### src/rtl/imm_gen_pipe.sv
// imm_gen_pipe: pipelined RV immediate generator (I/S/B/U/J) behind a
// valid/ready handshake with a 2-entry skid buffer and a sideband tag.
// Ports: clk, reset_n (async, active-low), flush (sync, highest priority);
//   upstream:   in_valid, in_ready, instr[31:7], imm_src[2:0], in_tag
//   downstream: out_valid, out_ready, imm_ext[XLEN-1:0], imm_err, out_tag
module imm_gen_pipe #(
    parameter int XLEN  = 32,
    parameter int TAG_W = 8
) (
    input  logic             clk,
    input  logic             reset_n,
    input  logic             flush,
    input  logic             in_valid,
    output logic             in_ready,
    input  logic [31:7]      instr,
    input  logic [2:0]       imm_src,
    input  logic [TAG_W-1:0] in_tag,
    output logic             out_valid,
    input  logic             out_ready,
    output logic [XLEN-1:0]  imm_ext,
    output logic             imm_err,
    output logic [TAG_W-1:0] out_tag
);

    if (XLEN != 32 && XLEN != 64) begin : g_bad_xlen
        $fatal(1, "imm_gen_pipe: XLEN must be 32 or 64");
    end
    if (TAG_W < 1) begin : g_bad_tag
        $fatal(1, "imm_gen_pipe: TAG_W must be >= 1");
    end

    typedef enum logic [1:0] {
        S_EMPTY,
        S_ONE,
        S_TWO
    } state_t;

    state_t            state_q, state_d;
    logic [XLEN-1:0]   main_imm_q, main_imm_d;
    logic              main_err_q, main_err_d;
    logic [TAG_W-1:0]  main_tag_q, main_tag_d;
    logic [XLEN-1:0]   skid_imm_q, skid_imm_d;
    logic              skid_err_q, skid_err_d;
    logic [TAG_W-1:0]  skid_tag_q, skid_tag_d;

    logic              main_valid;
    logic              skid_valid;
    logic              accept;
    logic              pop;
    logic              s31;
    logic [XLEN-1:0]   dec_imm;
    logic              dec_err;

    // Decode happens before storage so only the immediate is registered.
    assign s31 = instr[31];

    always_comb begin
        dec_imm = '0;
        dec_err = 1'b0;
        unique case (1'b1)
            (imm_src == 3'b000):
                dec_imm = {{(XLEN-12){s31}}, instr[31:20]};
            (imm_src == 3'b001):
                dec_imm = {{(XLEN-12){s31}}, instr[31:25], instr[11:7]};
            (imm_src == 3'b010):
                dec_imm = {{(XLEN-12){s31}}, instr[7], instr[30:25],
                           instr[11:8], 1'b0};
            (imm_src == 3'b011):
                dec_imm = {{(XLEN-31){s31}}, instr[30:12], 12'b0};
            (imm_src == 3'b100):
                dec_imm = {{(XLEN-20){s31}}, instr[19:12], instr[20],
                           instr[30:21], 1'b0};
            default:
                dec_err = 1'b1;
        endcase
    end

    assign main_valid = (state_q != S_EMPTY);
    assign skid_valid = (state_q == S_TWO);
    assign in_ready   = !skid_valid;
    assign out_valid  = main_valid;
    assign accept     = in_valid & in_ready;
    assign pop        = main_valid & out_ready;

    always_comb begin
        state_d    = state_q;
        main_imm_d = main_imm_q;
        main_err_d = main_err_q;
        main_tag_d = main_tag_q;
        skid_imm_d = skid_imm_q;
        skid_err_d = skid_err_q;
        skid_tag_d = skid_tag_q;
        unique case (state_q)
            S_EMPTY: begin
                if (accept) begin
                    state_d    = S_ONE;
                    main_imm_d = dec_imm;
                    main_err_d = dec_err;
                    main_tag_d = in_tag;
                end
            end
            S_ONE: begin
                if (accept && pop) begin
                    main_imm_d = dec_imm;
                    main_err_d = dec_err;
                    main_tag_d = in_tag;
                end else if (accept) begin
                    state_d    = S_TWO;
                    skid_imm_d = dec_imm;
                    skid_err_d = dec_err;
                    skid_tag_d = in_tag;
                end else if (pop) begin
                    state_d = S_EMPTY;
                end
            end
            S_TWO: begin
                if (pop) begin
                    state_d    = S_ONE;
                    main_imm_d = skid_imm_q;
                    main_err_d = skid_err_q;
                    main_tag_d = skid_tag_q;
                end
            end
            default: state_d = S_EMPTY;
        endcase
        // Flush only invalidates; stale data in the regs is never exposed.
        if (flush) begin
            state_d = S_EMPTY;
        end
    end

    always_ff @(posedge clk or negedge reset_n) begin
        if (!reset_n) begin
            state_q    <= S_EMPTY;
            main_imm_q <= '0;
            main_err_q <= 1'b0;
            main_tag_q <= '0;
            skid_imm_q <= '0;
            skid_err_q <= 1'b0;
            skid_tag_q <= '0;
        end else begin
            state_q    <= state_d;
            main_imm_q <= main_imm_d;
            main_err_q <= main_err_d;
            main_tag_q <= main_tag_d;
            skid_imm_q <= skid_imm_d;
            skid_err_q <= skid_err_d;
            skid_tag_q <= skid_tag_d;
        end
    end

    assign imm_ext = main_imm_q;
    assign imm_err = main_err_q;
    assign out_tag = main_tag_q;

endmodule

### config.mk
export PLATFORM = sky130hd
export DESIGN_NAME = imm_gen_pipe
export DESIGN_NICKNAME = d
export VERILOG_FILES = /design/src/rtl/imm_gen_pipe.sv
export SDC_FILE = /design/constraint.sdc
export NUM_CORES = 1
export LEC_CHECK = 0
export ABC_AREA = 0
export CAP_MARGIN = 5
export CORE_MARGIN = 5
export CORE_UTILIZATION = 35
export CTS_CLUSTER_DIAMETER = 80
export DETAILED_ROUTE_END_ITERATION = 8
export HOLD_SLACK_MARGIN = 0.12
export SKIP_LAST_GASP = 1
export SYNTH_ARGS = -nofsm -noshare
export SYNTH_HDL_FRONTEND = slang
export SYNTH_SLANG_ARGS = --single-unit
### constraint.sdc
create_clock -name clk -period 1.43 [get_ports clk]
set_input_delay 0.286 -clock clk [delete_from_list [all_inputs] [get_ports clk]]
set_output_delay 0.286 -clock clk [all_outputs]
set_load 0.01 [all_outputs]
==> metrics.cfg, run 1 <==
[status]
outcome = finished with violations
violations = negative setup slack

[worst_setup_path]
rr_worst_depth = 5
startpoint_type = register
endpoint_kind = register
reg2reg_slack_ns = -0.20
endpoint = skid_imm_q[27]$_DFFE_PN0P_
arrival_ns = 1.85
r2r_start = state_q[1]$_DFFE_PN0P_
slowest_delay_ns = 0.40
cp.depth = 5
crit_slowest_cell = dfrtp_1
cp_max_fo = 7
crit_chain = buf_4 > nor4bb_4 > buf_4 > clkbuf_16 > mux2_4
r2r_end = skid_imm_q[27]$_DFFE_PN0P_
critPathTopFamily = buffers and inverters
worstSetupStartpoint = state_q[1]$_DFFE_PN0P_
cp.buffers_inverters = 3
criticalPathCategory = reg2reg
crit_required_ns = 1.65
path_common_cell = buf_4

[sta]
slew_headroom = 0.733
setup_ws_ns = -0.197
fin_crit_sh = 1.14
max_freq_mhz = 615
worstMarginPinSlew_ns = 0.401
finalHoldViolCount = 0
rsz0062_at_grt = yes
period_minus_slack_ns = 1.63
skew_ns = 0.0103
setup_viol = 76
maxSlewViolCount = 0

[final_layout]
final_cell_mix = 83 x dfrtp_1, 62 x nand2_1, 48 x buf_4, 44 x dlygate4sd2_1, 35 x clkdlybuf4s50_1
drive_above_1_share = 0.295
layout_commonest_cell = dfrtp_1
diodes = 0
post_layout_nonfiller_instances = 724
final_nets = 594
syn_to_final_growth_pct = 51.4

[pwr]
leakage_nw = 2.97
max-vdd-ir-drop_mv = 0.594
p_total_mw = 7.11
powerDensity_mw_per_mm2 = 1070

[drt]
wl_per_cell_um = 18.6
ant_nets = 0
first_pass_iters = 5
drcViolationCount = 0
num_vias = 3833
routed_wl_um = 13500
drt_iter0_markers = 262
vias_per_cell = 5.29

[yosys]
ys_seq_area_frac = 0.481
synth_flop_cell = dfrtp_1
async_flop_share = 1.00
synth.area.top_cells = dfrtp_1 48%, mux2_2 7.2%, nand2_1 5.4%
synth.net_count = 455
avgSynthCellArea_um2 = 10.6
synth_cells = 414
syn_area_mm2 = 0.00437
yosys.cell_types.count = 44
synth_top_cell_by_area = dfrtp_1
netlist.area_leader.share = 0.481
ys_ff_latch = 84
synth_edf_count = 0
yosysWarnings = 0

[global_route]
first_global_vias = 3896
overflow = 0
grt_max_degree = 27
grt_pass1_wl_um = 20300
grt_antenna_before_repair = 0
grt_usage = 0.174

[floorplanning]
die_w_um = 122
coreArea_mm2 = 0.0121
start_util = 0.361
die_area_mm2 = 0.0148
io_pins = 84
die_h_um = 122
rows = 40

[clock_tree]
clk_latency_ns = 0.34
htreeDepth = 3
cts_sinks = 84
cts_buffers = 9
clk_pin_slew_ns = 0.06
clk_path_buf_depth = 2
cts_tree = done
clock_tree.root_cell = clkbuf_16

[placed_design]
io_buffer_count = 83
numPlacedInstances = 681
dpl.hpwl_um = 8550
gp_congestion = 0.766

[job]
maxCapViolations = 0

[hold_path]
hp-class = in2async

[timing repair]
action | CTS | global route
hold endpoints to repair | 22 | 0
pin swaps | 2 | 11
gates cloned | 1 | 5
setup endpoints to repair | 126 | 80
buffers inserted | 13 | 10
hold buffers | 1 | 0
gates resized for setup | 91 | 54
[synthesized netlist by cell type, types with 2 or more instances]
| cell | instances |
|---|---|
| nor2b_1 | 4 |
| clkbuf_1 | 16 |
| inv_1 | 2 |
| nand4b_1 | 19 |
| a21oi_1 | 7 |
| nor2b_2 | 2 |
| mux2i_1 | 9 |
| nor4bb_1 | 2 |
| o21ai_1 | 2 |
| dfrtp_1 | 84 |
| o211ai_1 | 31 |
| nand2_1 | 63 |
| nor3b_1 | 4 |
| o41ai_1 | 2 |
| buf_4 | 6 |
| nor2_1 | 6 |
| o31ai_1 | 4 |
| nand2b_1 | 2 |
| mux2_2 | 28 |
| a211oi_1 | 14 |
| buf_6 | 6 |
| o21ai_0 | 31 |
| a22o_1 | 22 |
| buf_2 | 14 |
| nand3_1 | 2 |
| a31oi_1 | 7 |
| nand3b_1 | 8 |
[state kept, by name (all words and copies together) (netlist names)]
name,flops
imm_err,1
skid_tag_q,8
state_q,2
imm_ext,32
skid_err_q,1
out_tag,8
skid_imm_q,32
[layer usage]
| metal | routed length [um] | vias to the layer above | GRT usage |
|---|---|---|---|
| li1 | - | 1816 | - |
| met1 | 5860 | 1874 | 0.229 |
| met2 | 6460 | 119 | 0.281 |
| met3 | 838 | 24 | 0.0478 |
| met4 | 294 | 0 | 0.0532 |
| met5 | 0 | - | 0 |
[kinds of logic (layout without fill, tap and decap cells)]
kind of cell	count (synthesis)	in the layout	share of synthesized area
AOI/OAI and AO/OA	124	124	0.198
xor gates and xnor gates	1	1	0.00372
adders and majority gates	1	1	0.00257
buffers and inverters	44	186	0.0572
DFF	84	84	0.481
muxes	38	38	0.0953
and+or+nand+nor	122	122	0.163
[cell type report]
cell class,count,area [um^2]
inverters,2,12.5
flip-flops and latches,84,2100
multi-input cells,286,2240
well taps,168,210
repair buffers,170,1770
clock buffers,9,225
clock inverters,5,55.1
fillers,1079,5490
[through the flow]
stage,util,instance area [um^2],setup slack [ns],setup TNS [ns],hold slack [ns]
after detailed placement,0.473,5730,-0.622,-38.97,0.242
after global placement,0.473,5730,-0.554,-36.42,0.240
after global routing,0.546,6620,-0.289,-14.02,0.442
after floorplan,-,4420,-0.0867,-0.926,-0.00959
final,0.546,6620,-0.197,-8.25,0.419
after CTS,0.518,6270,-0.168,-6.48,0.431
[worst reg2reg max path, cell delays in order (launching register included)]
cell       delay (ns)
dfrtp_1          0.40
buf_4            0.17
nor4bb_4         0.28
buf_4            0.19
clkbuf_16        0.17
mux2_4           0.30
[report_power, final]
part / switching (mW) / internal (mW)
clock network: 0.942 / 1.33
logic: 0.793 / 0.974
registers: 0.257 / 2.82
[worst min path at each step]
stage,to,slack (ns),cells after the start,from
after floorplan,imm_err$_DFFE_PN0P_,-0.01,0,reset_n
after global placement,imm_ext[23]$_DFFE_PN0P_,0.24,1,reset_n
after detailed placement,imm_ext[23]$_DFFE_PN0P_,0.24,1,reset_n
after CTS,skid_imm_q[6]$_DFFE_PN0P_,0.43,2,reset_n
after global routing,imm_ext[23]$_DFFE_PN0P_,0.44,2,reset_n
final,imm_ext[23]$_DFFE_PN0P_,0.42,2,reset_n
Note: power is estimated with default switching activity, not from simulation.
==> inputs of run 2 (changes only) <==
==> constraint.sdc (replaced) <==
create_clock -name clk -period 1.73 [get_ports clk]
set_input_delay 0.346 -clock clk [delete_from_list [all_inputs] [get_ports clk]]
set_output_delay 0.346 -clock clk [all_outputs]
set_load 0.01 [all_outputs]
==> metrics.cfg, run 2 (synthesis gave the netlist of run 1 again) <==
[status]
outcome = complete, no violations

[pwr]
p_int_mw = 4.28
p_seq_frac = 0.433
pwr-share-clk = 0.337
p_sw_frac = 0.269
leakage_nw = 2.53
p_comb_frac = 0.230
max-vdd-ir-drop_mv = 0.450
p_switching_mw = 1.57
p_total_mw = 5.85
powerDensity_mw_per_mm2 = 977

[sta]
holdWs_ns = 0.462
slew_headroom = 0.696
max_freq_mhz = 596
setup_viol = 0
maxSlewViolCount = 0
setup_ws_ns = 0.0522
worstMarginPinSlew_ns = 0.455
skew_ns = 0.00503
finalHoldViolCount = 0
fin_crit_sh = 0.970
period_minus_slack_ns = 1.68
finalSetupTns_ns = 0

[clock_tree]
htreeDepth = 3
clk_path_buf_depth = 2
clk_latency_ns = 0.33
cts_buffers = 9
cts_tree = done
cts_sinks = 84
clk_pin_slew_ns = 0.06
clock_tree.root_cell = clkbuf_16

[drt]
drcViolationCount = 0
routed_wl_um = 12000
ant_nets = 0
drt_iter0_markers = 194
num_vias = 3630
wl_per_cell_um = 17.5
vias_per_cell = 5.27
first_pass_iters = 5

[placed_design]
pre_cts_ws_ns = -0.349
gp_congestion = 0.807
io_buffer_count = 83
numPlacedInstances = 669
placed_area_mm2 = 0.00561
dpl.hpwl_um = 8300

[final_layout]
final_cell_mix = 82 x dfrtp_1, 78 x clkdlybuf4s50_1, 62 x nand2_1, 42 x buf_4, 31 x o211ai_1
post_layout_nonfiller_instances = 689
finish.utilization = 0.494
final_nets = 557
final_area_mm2 = 0.00599
layout_commonest_cell = dfrtp_1
fillers = 1133
syn_to_final_growth_pct = 36.9
diodes = 0
regArea_mm2 = 0.00210
drive_above_1_share = 0.211
multiInputGateArea_mm2 = 0.00205

[worst_setup_path]
endpoint_kind = register
r2r_start = state_q[0]$_DFFE_PN0P_
rr_worst_depth = 6
worstSetupStartpoint = state_q[0]$_DFFE_PN0P_
criticalPathCategory = reg2reg
reg2reg_slack_ns = 0.05
crit_required_ns = 1.95
startpoint_type = register
cp_max_fo = 8
arrival_ns = 1.89
r2r_end = skid_imm_q[21]$_DFFE_PN0P_

[global_route]
grt_max_degree = 37
grt_pass1_wl_um = 19600
overflow = 0
grt_usage = 0.167
grt_antenna_before_repair = 0
first_global_vias = 3800

[floorplanning]
die_h_um = 122
start_util = 0.361
rows = 40
io_pins = 84
die_w_um = 122
coreArea_mm2 = 0.0121
die_area_mm2 = 0.0148

[job]
maxCapViolations = 0

[hold_path]
hp-class = in2async

-- run 2: cell types whose count changed in the layout (fill, tap and decap cells not counted), sizes merged --
cell           before  now
buf                85   49
clkbuf             13   14
clkdlybuf4s50      35   78
clkinvlp            2    1
dlygate4sd2        44    0
dlymetal6s2s        1    3
-- run 2: power by group through the flow --
stage               logic (mW)  registers, mW  clock network (mW)
CTS                       1.34           2.54                2.01
floorplan                0.608           2.59                   0
detailed placement        1.34           2.56                   0
global route              1.48           2.58                2.10
global placement          1.31           2.56                   0
finish                    1.35           2.53                1.97
-- run 2: area by class of cell --
cell class	count	share of cell area
sequential	84	0.351
multi-input combinational	286	0.342
timing repair buffer	133	0.219
clock buffer	12	0.0428
tap	168	0.0351
clock inverter	4	0.00794
inverter	2	0.00125
-- run 2: worst max-delay path by stage --
stage | depth (start not counted) | slack [ns] | endpoint
after CTS | 2 | -0.23 | out_valid
after detailed placement | 4 | -0.35 | imm_ext[3]$_DFFE_PN0P_
after floorplan | 5 | 0.18 | skid_imm_q[26]$_DFFE_PN0P_
after global placement | 4 | -0.31 | imm_ext[3]$_DFFE_PN0P_
final | 6 | 0.05 | skid_imm_q[21]$_DFFE_PN0P_
after global routing | 8 | -0.02 | skid_imm_q[6]$_DFFE_PN0P_
-- run 2: routing by layer --
metal,wire (um),GRT usage,vias up,share of wire
met4,178,0.0630,0,0.015
met1,5560,0.224,1772,0.46
li1,-,-,1741,-
met5,0,0,-,0
met3,579,0.0311,15,0.048
met2,5710,0.269,102,0.47
-- run 2: what timing repair did --
item,in CTS,in global routing
endpoints found under the hold margin,22,0
hold buffers,1,0
gates resized for setup,2,15
endpoints found under the setup margin,3,36
gates cloned,0,1
pin swaps,0,1
buffers inserted,0,2
-- run 2: critical path, stage by stage (launching register included) --
cell and delay (ns):
dfrtp_2 0.39, buf_4 0.16, buf_4 0.16, nor4bb_4 0.19
buf_4 0.19, clkbuf_16 0.15, mux2_2 0.32
